### src/rtl/uart_pkg.sv
// uart_pkg: shared types and helpers for the uart_xcvr block.
//   - uart_tx_state_t / uart_rx_state_t : FSM state encodings
//   - PAR_NONE / PAR_EVEN / PAR_ODD     : parity mode selectors
//   - calc_div()                        : clocks per oversampling tick, rounded
package uart_pkg;

  localparam int PAR_NONE = 0;
  localparam int PAR_EVEN = 1;
  localparam int PAR_ODD  = 2;

  typedef enum logic [2:0] {
    TX_IDLE,
    TX_START,
    TX_DATA,
    TX_PARITY,
    TX_STOP
  } uart_tx_state_t;

  typedef enum logic [2:0] {
    RX_IDLE,
    RX_START,
    RX_DATA,
    RX_PARITY,
    RX_STOP,
    RX_WAIT_HIGH
  } uart_rx_state_t;

  // round(clk_freq / (baud_rate * oversample)); 64-bit math avoids overflow
  // for fast system clocks.
  function automatic int calc_div(input int clk_freq, input int baud_rate,
                                  input int oversample);
    longint den;
    den = longint'(baud_rate) * longint'(oversample);
    return int'((longint'(clk_freq) + den / 2) / den);
  endfunction

endpackage

### src/rtl/uart_baud_gen.sv
// uart_baud_gen: oversampling tick generator shared by the TX and RX paths.
// Ports:
//   clk     : system clock
//   reset_n : synchronous active-low reset (counter -> 0)
//   restart : restart the divider so the next tick is DIV clocks away
//   tick    : one-cycle pulse every DIV clocks (constantly high when DIV=1)
module uart_baud_gen #(
  parameter int DIV = 1
) (
  input  logic clk,
  input  logic reset_n,
  input  logic restart,
  output logic tick
);

  localparam int CW = (DIV > 1) ? $clog2(DIV) : 1;
  localparam logic [CW-1:0] CNT_LAST = CW'(DIV - 1);

  logic [CW-1:0] cnt_reg, cnt_next;

  always_comb begin
    if (restart || cnt_reg == CNT_LAST) cnt_next = '0;
    else                                cnt_next = cnt_reg + 1'b1;
  end

  always_ff @(posedge clk) begin
    if (!reset_n) cnt_reg <= '0;
    else          cnt_reg <= cnt_next;
  end

  assign tick = (cnt_reg == CNT_LAST);

endmodule

### src/rtl/uart_xcvr.sv
// uart_xcvr: parametrised full-duplex UART.
// Ports:
//   clk, reset_n                     : system clock, synchronous active-low reset
//   uart_rx / uart_tx                : serial line in (async) / out (registered), idle high
//   tx_data, tx_valid, tx_ready      : transmit handshake; byte taken when valid && ready
//   rx_data, rx_valid                : received payload, one-cycle valid pulse
//   rx_parity_err, rx_frame_err      : per-frame error flags, held until next rx_valid
module uart_xcvr
  import uart_pkg::*;
#(
  parameter int CLK_FREQ   = 65000000,
  parameter int BAUD_RATE  = 230400,
  parameter int OVERSAMPLE = 16,
  parameter int DATA_BITS  = 8,
  parameter int PARITY     = 0,
  parameter int STOP_BITS  = 1
) (
  input  logic                 clk,
  input  logic                 reset_n,
  input  logic                 uart_rx,
  output logic                 uart_tx,
  input  logic [DATA_BITS-1:0] tx_data,
  input  logic                 tx_valid,
  output logic                 tx_ready,
  output logic [DATA_BITS-1:0] rx_data,
  output logic                 rx_valid,
  output logic                 rx_parity_err,
  output logic                 rx_frame_err
);

  localparam int DIV = calc_div(CLK_FREQ, BAUD_RATE, OVERSAMPLE);
  localparam int OW  = $clog2(OVERSAMPLE);
  localparam int IW  = $clog2(DATA_BITS);
  localparam logic [OW-1:0] OS_LAST   = OW'(OVERSAMPLE - 1);
  localparam logic [OW-1:0] OS_HALF   = OW'(OVERSAMPLE / 2 - 1);
  localparam logic [IW-1:0] DATA_LAST = IW'(DATA_BITS - 1);
  localparam logic [IW-1:0] STOP_LAST = IW'(STOP_BITS - 1);

  if (DIV < 1) begin : g_div_check
    $fatal(1, "uart_xcvr: clock too slow for requested baud rate and oversampling");
  end

  logic tick;
  logic tx_handshake;

  // Restarting on a handshake aligns the first TX bit to a full tick period.
  uart_baud_gen #(.DIV(DIV)) u_baud_gen (
    .clk     (clk),
    .reset_n (reset_n),
    .restart (tx_handshake),
    .tick    (tick)
  );

  // ---------------------------------------------------------------- TX path
  uart_tx_state_t       tx_state_reg, tx_state_next;
  logic [OW-1:0]        tx_os_reg, tx_os_next;
  logic [IW-1:0]        tx_idx_reg, tx_idx_next;
  logic [DATA_BITS-1:0] tx_data_reg, tx_data_next;
  logic                 uart_tx_reg, uart_tx_next;
  logic                 tx_par;

  assign tx_ready     = (tx_state_reg == TX_IDLE);
  assign tx_handshake = tx_valid && tx_ready;

  always_ff @(posedge clk) begin
    if (!reset_n) begin
      tx_state_reg <= TX_IDLE;
      tx_os_reg    <= '0;
      tx_idx_reg   <= '0;
      tx_data_reg  <= '0;
      uart_tx_reg  <= 1'b1;
    end else begin
      tx_state_reg <= tx_state_next;
      tx_os_reg    <= tx_os_next;
      tx_idx_reg   <= tx_idx_next;
      tx_data_reg  <= tx_data_next;
      uart_tx_reg  <= uart_tx_next;
    end
  end

  // tx_idx counts data bits in DATA and stop bits in STOP.
  always_comb begin
    tx_state_next = tx_state_reg;
    tx_os_next    = tx_os_reg;
    tx_idx_next   = tx_idx_reg;
    tx_data_next  = tx_data_reg;
    if (tx_state_reg == TX_IDLE) begin
      if (tx_valid) begin
        tx_state_next = TX_START;
        tx_os_next    = '0;
        tx_idx_next   = '0;
        tx_data_next  = tx_data;
      end
    end else if (tick) begin
      tx_os_next = tx_os_reg + 1'b1;
      if (tx_os_reg == OS_LAST) begin
        tx_os_next = '0;
        case (tx_state_reg)
          TX_START:  tx_state_next = TX_DATA;
          TX_DATA: begin
            if (tx_idx_reg == DATA_LAST) begin
              tx_idx_next   = '0;
              tx_state_next = (PARITY != PAR_NONE) ? TX_PARITY : TX_STOP;
            end else begin
              tx_idx_next = tx_idx_reg + 1'b1;
            end
          end
          TX_PARITY: tx_state_next = TX_STOP;
          TX_STOP: begin
            if (tx_idx_reg == STOP_LAST) tx_state_next = TX_IDLE;
            else                         tx_idx_next   = tx_idx_reg + 1'b1;
          end
          default:   tx_state_next = TX_IDLE;
        endcase
      end
    end
  end

  // Line value is derived from the next state so the registered output
  // changes on the same edge as the state (start bit right after handshake).
  always_comb begin
    tx_par = (PARITY == PAR_ODD) ? ~(^tx_data_next) : ^tx_data_next;
    case (tx_state_next)
      TX_START:  uart_tx_next = 1'b0;
      TX_DATA:   uart_tx_next = tx_data_next[tx_idx_next];
      TX_PARITY: uart_tx_next = tx_par;
      default:   uart_tx_next = 1'b1;
    endcase
  end

  assign uart_tx = uart_tx_reg;

  // ---------------------------------------------------------------- RX path
  logic                 rx_meta_reg, rxs_reg;
  uart_rx_state_t       rx_state_reg, rx_state_next;
  logic [OW-1:0]        rx_os_reg, rx_os_next;
  logic [IW-1:0]        rx_idx_reg, rx_idx_next;
  logic [DATA_BITS-1:0] rx_shift_reg, rx_shift_next;
  logic                 rx_par_reg, rx_par_next;
  logic [DATA_BITS-1:0] rx_data_reg, rx_data_next;
  logic                 rx_valid_reg, rx_valid_next;
  logic                 rx_perr_reg, rx_perr_next;
  logic                 rx_ferr_reg, rx_ferr_next;
  logic                 rx_par_exp;

  always_ff @(posedge clk) begin
    if (!reset_n) begin
      rx_meta_reg  <= 1'b1;
      rxs_reg      <= 1'b1;
      rx_state_reg <= RX_IDLE;
      rx_os_reg    <= '0;
      rx_idx_reg   <= '0;
      rx_shift_reg <= '0;
      rx_par_reg   <= 1'b0;
      rx_data_reg  <= '0;
      rx_valid_reg <= 1'b0;
      rx_perr_reg  <= 1'b0;
      rx_ferr_reg  <= 1'b0;
    end else begin
      rx_meta_reg  <= uart_rx;
      rxs_reg      <= rx_meta_reg;
      rx_state_reg <= rx_state_next;
      rx_os_reg    <= rx_os_next;
      rx_idx_reg   <= rx_idx_next;
      rx_shift_reg <= rx_shift_next;
      rx_par_reg   <= rx_par_next;
      rx_data_reg  <= rx_data_next;
      rx_valid_reg <= rx_valid_next;
      rx_perr_reg  <= rx_perr_next;
      rx_ferr_reg  <= rx_ferr_next;
    end
  end

  assign rx_par_exp = (PARITY == PAR_ODD) ? ~(^rx_shift_reg) : ^rx_shift_reg;

  // After the half-bit start recheck the tick counter is re-zeroed, so every
  // later sample at OS_LAST lands in the middle of its bit.
  always_comb begin
    rx_state_next = rx_state_reg;
    rx_os_next    = rx_os_reg;
    rx_idx_next   = rx_idx_reg;
    rx_shift_next = rx_shift_reg;
    rx_par_next   = rx_par_reg;
    rx_data_next  = rx_data_reg;
    rx_valid_next = 1'b0;
    rx_perr_next  = rx_perr_reg;
    rx_ferr_next  = rx_ferr_reg;
    if (tick) begin
      rx_os_next = rx_os_reg + 1'b1;
      case (rx_state_reg)
        RX_IDLE: begin
          rx_os_next = '0;
          if (!rxs_reg) rx_state_next = RX_START;
        end
        RX_START: begin
          if (rx_os_reg == OS_HALF) begin
            rx_os_next    = '0;
            rx_idx_next   = '0;
            rx_state_next = rxs_reg ? RX_IDLE : RX_DATA;
          end
        end
        RX_DATA: begin
          if (rx_os_reg == OS_LAST) begin
            rx_os_next    = '0;
            rx_shift_next = {rxs_reg, rx_shift_reg[DATA_BITS-1:1]};
            if (rx_idx_reg == DATA_LAST) begin
              rx_idx_next   = '0;
              rx_state_next = (PARITY != PAR_NONE) ? RX_PARITY : RX_STOP;
            end else begin
              rx_idx_next = rx_idx_reg + 1'b1;
            end
          end
        end
        RX_PARITY: begin
          if (rx_os_reg == OS_LAST) begin
            rx_os_next    = '0;
            rx_par_next   = rxs_reg;
            rx_state_next = RX_STOP;
          end
        end
        RX_STOP: begin
          if (rx_os_reg == OS_LAST) begin
            rx_os_next    = '0;
            rx_valid_next = 1'b1;
            rx_data_next  = rx_shift_reg;
            rx_perr_next  = (PARITY != PAR_NONE) && (rx_par_reg != rx_par_exp);
            rx_ferr_next  = !rxs_reg;
            // A low stop bit may be a break: wait for idle before rearming.
            rx_state_next = rxs_reg ? RX_IDLE : RX_WAIT_HIGH;
          end
        end
        RX_WAIT_HIGH: begin
          rx_os_next = '0;
          if (rxs_reg) rx_state_next = RX_IDLE;
        end
        default: rx_state_next = RX_IDLE;
      endcase
    end
  end

  assign rx_data       = rx_data_reg;
  assign rx_valid      = rx_valid_reg;
  assign rx_parity_err = rx_perr_reg;
  assign rx_frame_err  = rx_ferr_reg;

endmodule

### config.mk
export PLATFORM = sky130hd
export DESIGN_NAME = uart_xcvr
export DESIGN_NICKNAME = d
export VERILOG_FILES = /design/src/rtl/uart_pkg.sv /design/src/rtl/uart_baud_gen.sv /design/src/rtl/uart_xcvr.sv
export SDC_FILE = /design/constraint.sdc
export NUM_CORES = 1
export LEC_CHECK = 0
export BUFFER_PORTS_ARGS = -buffer_cell sky130_fd_sc_hd__buf_2
export CORE_UTILIZATION = 50
export CTS_CLUSTER_DIAMETER = 60
export DETAILED_ROUTE_END_ITERATION = 10
export GPL_TIMING_DRIVEN = 0
export PLACE_DENSITY = 0.68
export SETUP_SLACK_MARGIN = 0.2
export SKIP_CTS_REPAIR_TIMING = 1
export SLEW_MARGIN = 15
export SYNTH_ARGS = -nofsm -noshare
export SYNTH_HDL_FRONTEND = slang
export SYNTH_SLANG_ARGS = --single-unit
### constraint.sdc
create_clock -name clk -period 2.61 [get_ports clk]
set_input_delay 0.261 -clock clk [delete_from_list [all_inputs] [get_ports clk]]
set_output_delay 0.261 -clock clk [all_outputs]
set_load 0.1 [all_outputs]
==> results of run 1 <==
## final cells by class
class | count | area (um2) | area share
inverters | 6 | 22.5 | 0.00754
flip-flops and latches | 54 | 1080 | 0.363
clock inverters | 3 | 28.8 | 0.00964
well taps | 67 | 83.8 | 0.0281
clock buffers | 5 | 68.8 | 0.0230
repair buffers | 27 | 145 | 0.0486
plain buffers | 16 | 78.8 | 0.0264
multi-input cells | 229 | 1470 | 0.494
## metrics by stage
step / instances / hold WS (ns) / total power [mW]
floorplan: 305 / 0.334 / 0.977
global placement: 395 / 0.410 / 1.01
detailed placement: 395 / 0.408 / 1.01
CTS: 403 / 0.132 / 1.50
global route: 407 / 0.127 / 1.56
finish: 407 / 0.135 / 1.49
## worst max path at each step
stage / startpoint / endpoint / slack, ns / cells past startpoint
final: u_baud_gen.cnt_reg[1]$_SDFF_PP0_ / uart_tx$_SDFF_PN1_ / 0.25 / 10
after global routing: u_baud_gen.cnt_reg[1]$_SDFF_PP0_ / uart_tx$_SDFF_PN1_ / 0.11 / 10
after floorplan: u_baud_gen.cnt_reg[0]$_SDFF_PP0_ / uart_tx$_SDFF_PN1_ / 0.31 / 9
after detailed placement: u_baud_gen.cnt_reg[0]$_SDFF_PP0_ / uart_tx$_SDFF_PN1_ / 0.11 / 9
after global placement: u_baud_gen.cnt_reg[0]$_SDFF_PP0_ / uart_tx$_SDFF_PN1_ / 0.09 / 9
after CTS: u_baud_gen.cnt_reg[0]$_SDFF_PP0_ / uart_tx$_SDFF_PN1_ / 0.04 / 9
## kinds of logic after synthesis
group / synth area share
xor+xnor: 0.0471
simple gates: 0.224
fa+ha+maj: 0.0432
flops: 0.415
mux: 0.0740
buf+inv: 0.0356
compound gates: 0.159
other cells: 0.00144
## critical path, stage by stage, from the launching register on
cell and delay (ns):
dfxtp_2 0.34, inv_1 0.05, ha_1 0.16, nor4bb_4 0.20, buf_4 0.19, a311oi_4 0.12
o31ai_2 0.30, o21a_2 0.24, mux2_4 0.31, o311a_1 0.28, o21ai_1 0.11
## cell usage in the layout (no fill, tap or decap), types with 2 or more instances in the layout
master / count
a2111o_1: 3
dfxtp_2: 3
a21boi_1: 2
nand3b_1: 2
clkbuf_8: 5
buf_2: 26
o21ai_0: 10
clkbuf_1: 8
xor2_1: 5
nand3_1: 15
buf_4: 6
xnor2_1: 9
nor2_1: 52
ha_1: 8
o21ai_1: 3
inv_1: 5
buf_1: 2
nand2_1: 29
nand2b_1: 8
a31oi_1: 2
nor2b_1: 2
dfxtp_1: 51
nor3_1: 8
mux2i_1: 17
or3_1: 2
a21oi_1: 23
## report_power, final
part	switching, mW	internal (mW)	leakage, nW	total [mW]
Clock	0.290	0.201	0.0506	0.491
Combinational	0.0951	0.0515	0.769	0.147
Sequential	0.0116	0.839	0.439	0.850
Total	0.397	1.09	1.26	1.49
## layer usage
metal	vias to the layer above	share of wire	track usage
li1	1126	-	-
met1	990	0.50	0.266
met2	27	0.46	0.339
met4	0	0.016	0.0833
met3	9	0.027	0.0407
met5	-	0	0
==> results.txt, run 1 <==
----------------------------------------------------
[Critical path]
  Required @ worst endpoint ... 2.86 ns
  Worst reg2reg endpoint ... uart_tx$_SDFF_PN1_
  Slack of the worst reg-to-reg path ... 0.25 ns
  CP Capture Type ... register
  Worst Setup Path Type ... register to register
  Length in cells of the worst reg-to-reg path ... 10
  Peak fanout along the critical path ... 5
  Worst Path Arrival ... 2.61 ns
  Launch point of the worst reg-to-reg path ... u_baud_gen.cnt_reg[1]$_SDFF_PP0_
  Critical path startpoint category ... register

[Global route]
  Vias in the first global route ... 1,953
  Largest net degree at the start of global routing ... 20
  Number of antenna violations at the first check in global routing ... 0
  Global-route congestion overflow total ... 0
  GRT Resource Usage Total ... 0.206
  Global-route wire length before repair ... 8.77 mm

[Timing]
  Pin slew with the least headroom to its limit ... 0.612 ns
  Setup TNS after final layout ... 0 ns
  Final Cycle Share ... 0.905
  Final slew viol count ... 0
  Finish-stage setup viols ... 0
  Time the final worst path needs with I/O delays and setup ... 2.36 ns
  Clock Skews ... 0.00833 ns
  Top achievable clock speed ... 423 MHz
  RSZ-0062 raised after global routing ... yes
  Final count of hold timing violations ... 0
  Worst-case headroom to the max-slew limit ... 0.591
  Final Worst Setup Slack ... 0.248 ns

[Die]
  Core outline area ... 4880 um2
  Rows ... 25
  Overall die width ... 74.2 um
  Vertical die dimension ... 74.2 um
  I/O pin count ... 25
  Overall die area ... 5500 um2
  Effective utilization at floorplan ... 0.534

[Run status]
  Outcome ... finished, final reports clean

[Finish]
  Ant. Diodes ... 0
  Number of filler cells placed in the layout ... 478
  Fin area ... 2990 um2
  Share of the core filled with cells in the final layout ... 0.612
  Fraction of layout cells with a size suffix above 1 ... 0.165
  Count of nets after finishing ... 360
  Area Growth Syn to Fin ... 14.7%

[Clock tree]
  CTS Sinks ... 54
  TritonCTS clock tree ... done
  Worst-Skew Late Latency ... 0.31 ns
  Maximum root-to-sink buffer count ... 2
  Total clock buffers created by CTS ... 5
  Clock Pin Slew Worst Setup and Hold Paths ... 0.10 ns
  CTS Root Buffer Type ... clkbuf_8
  Maximum level of the CTS H-tree ... 2

[Yosys]
  Synthesis warning total ... 0
  Share of the synthesized area in the top cell type ... 0.415
  Average footprint of a synthesized cell ... 8.54 um2
  Post-synthesis cell type count ... 50
  Most frequently used cell type in the post-synthesis netlist ... dfxtp_1
  Post-synth top area cell ... dfxtp_1
  Number of enable flip-flop cells after synthesis ... 0
  Register bit total from synthesis ... 54
  Proportion of register bits with asynchronous set or reset after synthesis ... 0
  Synthesized netlist net count ... 326
  Post-Synthesis Cell Area ... 2600 um2
  Most instantiated cells after synthesis ... 54 x dfxtp_1, 52 x nor2_1, 29 x nand2_1
  Number of instances in the synthesized netlist ... 305
  Top area cells in the synthesized netlist ... dfxtp_1 42%, nor2_1 7.5%, mux2i_1 6.5%
  Sequential area share after synthesis ... 0.415
  Prevailing post-synth register cell ... dfxtp_1

[Detailed routing]
  Number of nets with antenna violations after detailed routing ... 0
  Mean routed wirelength per cell ... 12.8 um
  Aggregate routed wire length ... 5.21 mm
  Number of search-and-repair iterations in the first detailed-routing pass ... 4
  Via Count ... 2,152
  Remaining DRCs ... 0
  Avg Vias per Cell ... 5.29
  1st-iter DRT viols ... 75

[Worst hold path]
  Sink of the worst hold path ... rx_meta_reg$_SDFF_PN1_
  Worst min-delay path class ... primary input to register
  Worst Hold Depth ... 2
  Min-Delay Startpoint ... uart_rx

[Job]
  Max-cap viol count ... 0

[Power]
  Pleak ... 1.26 nW
  Power density relative to cell area ... 498 nW/um2
  Peak VDD IR ... 0.339 mV

[Placed design]
  Number of I/O port buffers ... 23
  Post-place setup slack ... 0.110 ns
  DP Wirelength ... 3.69 mm
  Post-place instance area ... 2810 um2
  Global placement routability congestion ... 0.779

----------------------------------------------------
Power figures use the tool's default switching activity.
==> inputs of run 2 (changes only) <==
--- a/config.mk
+++ b/config.mk
@@ -6,11 +6,11 @@
 export NUM_CORES = 1
 export LEC_CHECK = 0
 export BUFFER_PORTS_ARGS = -buffer_cell sky130_fd_sc_hd__buf_2
-export CORE_UTILIZATION = 50
+export CORE_UTILIZATION = 45
 export CTS_CLUSTER_DIAMETER = 60
 export DETAILED_ROUTE_END_ITERATION = 10
 export GPL_TIMING_DRIVEN = 0
-export PLACE_DENSITY = 0.68
+export PLACE_DENSITY = 0.62
 export SETUP_SLACK_MARGIN = 0.2
 export SKIP_CTS_REPAIR_TIMING = 1
 export SLEW_MARGIN = 15
==> run 2 against run 1 <==
Critical path depth up 1; register-to-register slack got worse by 0.02 ns; total power fell by 0.17%; first-iteration DRC count is 33% higher; hold slack got worse by 0.0027 ns; cell count grew 1.2%.
==> results.txt, run 2 (synthesis gave the netlist of run 1 again) <==
----------------------------------------------------
[Clock tree]
  CTS Sinks ... 54
  CTS Root Buffer Type ... clkbuf_8
  TritonCTS clock tree ... done
  Clock Pin Slew Worst Setup and Hold Paths ... 0.10 ns
  Maximum root-to-sink buffer count ... 2
  Worst-Skew Late Latency ... 0.31 ns
  Maximum level of the CTS H-tree ... 2
  Total clock buffers created by CTS ... 5

[Timing]
  Time the final worst path needs with I/O delays and setup ... 2.38 ns
  Setup TNS after final layout ... 0 ns
  Pin slew with the least headroom to its limit ... 0.636 ns
  Worst-case headroom to the max-slew limit ... 0.576
  RSZ-0062 raised after global routing ... yes
  Final Cycle Share ... 0.912
  Top achievable clock speed ... 420 MHz
  Final slew viol count ... 0
  Finish-stage setup viols ... 0
  Clock Skews ... 0.00524 ns
  Final count of hold timing violations ... 0

[Critical path]
  Worst Setup Path Type ... register to register
  Worst reg2reg endpoint ... uart_tx$_SDFF_PN1_
  Slack of the worst reg-to-reg path ... 0.23 ns
  Length in cells of the worst reg-to-reg path ... 11
  Worst Path Arrival ... 2.58 ns
  Critical path startpoint category ... register
  CP Capture Type ... register
  Launch point of the worst reg-to-reg path ... u_baud_gen.cnt_reg[1]$_SDFF_PP0_
  Peak fanout along the critical path ... 5
  Required @ worst endpoint ... 2.81 ns
  Critical path startpoint ... u_baud_gen.cnt_reg[1]$_SDFF_PP0_

[Global route]
  GRT met3 Usage ... 0.0372
  Number of antenna violations at the first check in global routing ... 0
  Global-route congestion overflow total ... 0
  GR Util met2 ... 0.311
  Grt peak-use layer ... met2
  GRT Resource Usage Total ... 0.180
  Largest net degree at the start of global routing ... 20
  Met1 track utilization from global routing ... 0.225
  Global-route wire length before repair ... 8.78 mm
  Vias in the first global route ... 1,927

[Detailed routing]
  Avg Vias per Cell ... 5.23
  Number of nets with antenna violations after detailed routing ... 0
  Number of search-and-repair iterations in the first detailed-routing pass ... 4
  Aggregate routed wire length ... 5.20 mm
  Via Count ... 2,154
  1st-iter DRT viols ... 100
  Remaining DRCs ... 0
  Mean routed wirelength per cell ... 12.6 um

[Worst hold path]
  Sink of the worst hold path ... rx_meta_reg$_SDFF_PN1_
  Worst Hold Depth ... 2
  Worst min-delay path class ... primary input to register
  Min-Delay Startpoint ... uart_rx

[Placed design]
  Number of I/O port buffers ... 23
  DP Wirelength ... 3.72 mm
  Global placement routability congestion ... 0.799

[Die]
  Effective utilization at floorplan ... 0.470
  Vertical die dimension ... 78.1 um
  Overall die area ... 6090 um2
  I/O pin count ... 25
  Rows ... 27
  Overall die width ... 78.1 um
  Core outline area ... 5540 um2

[Power]
  Part of the power in combinational logic ... 0.096
  Pleak ... 1.25 nW
  Switching power as a share of total power ... 0.267
  Net switching component of the power ... 0.396 mW
  Power share of the clock group ... 0.332
  Power density relative to cell area ... 499 nW/um2
  Cell internal pwr ... 1.09 mW
  Peak VDD IR ... 0.261 mV
  Share of total power in sequential cells ... 0.572

[Finish]
  Total area of multi-input combinational cells ... 1470 um2
  Commonest non-fill, non-tap cells in the layout ... 52 x nor2_1, 52 x dfxtp_1, 29 x nand2_1, 27 x buf_2, 23 x a21oi_1
  Share of the core filled with cells in the final layout ... 0.538
  Number of filler cells placed in the layout ... 556
  Flip-flop and latch area ... 1080 um2
  Area Growth Syn to Fin ... 14.4%
  Count of nets after finishing ... 360
  Fraction of layout cells with a size suffix above 1 ... 0.156
  Ant. Diodes ... 0

[Run status]
  Outcome ... finished, final reports clean

[Job]
  Max-cap viol count ... 0

----------------------------------------------------
-- run 2: cell counts in the layout (fill, tap and decap cells not counted) --
Identical to the previous run, type by type.
-- run 2: how the worst max path moves through the flow --
stage               cells past startpoint  slack, ns            endpoint
floorplan                               9       0.31  uart_tx$_SDFF_PN1_
global placement                        9       0.08  uart_tx$_SDFF_PN1_
detailed placement                      9       0.11  uart_tx$_SDFF_PN1_
CTS                                     9       0.07  uart_tx$_SDFF_PN1_
global route                           11       0.14  uart_tx$_SDFF_PN1_
finish                                 11       0.23  uart_tx$_SDFF_PN1_
-- run 2: power groups by stage --
stage / Combinational (mW) / Sequential, mW / Clock [mW]
6_report: 0.142 / 0.850 / 0.493
5_1_grt: 0.158 / 0.853 / 0.544
4_1_cts: 0.142 / 0.850 / 0.514
3_5_place_dp: 0.141 / 0.869 / 0
3_3_place_gp: 0.142 / 0.868 / 0
2_1_floorplan: 0.101 / 0.876 / 0
-- run 2: routing by layer --
layer,vias to the layer above,share of wire
li1,1122,-
met1,999,0.49
met2,29,0.47
met3,4,0.035
met4,0,0.0081
met5,-,0
-- run 2: layout make-up --
| type | instances | area share |
|---|---|---|
| clock inverters | 3 | 0.00966 |
| inverters | 6 | 0.00756 |
| plain buffers | 16 | 0.0244 |
| flip-flops and latches | 54 | 0.364 |
| repair buffers | 27 | 0.0487 |
| well taps | 72 | 0.0302 |
| clock buffers | 5 | 0.0231 |
| multi-input cells | 229 | 0.493 |
-- run 2: through the flow --
stage	total power [mW]	setup WS [ns]	std cells	instance area [um2]	hold slack, ns
floorplan	0.977	0.305	305	2620	0.334
global placement	1.01	0.0765	400	2820	0.412
detailed placement	1.01	0.111	400	2820	0.405
CTS	1.51	0.0745	408	2920	0.128
global route	1.55	0.135	412	2980	0.155
finish	1.49	0.229	412	2980	0.132
-- run 2: worst max-delay path, stage by stage, from the launching register on --
cell and delay [ns]:
dfxtp_2 0.35, inv_1 0.04, ha_1 0.18, nor4bb_2 0.17, buf_4 0.16, a311oi_4 0.39, o31ai_4 0.11, o21a_2 0.16
buf_4 0.14, a2111o_1 0.31, a41oi_2 0.19, o21ai_1 0.08
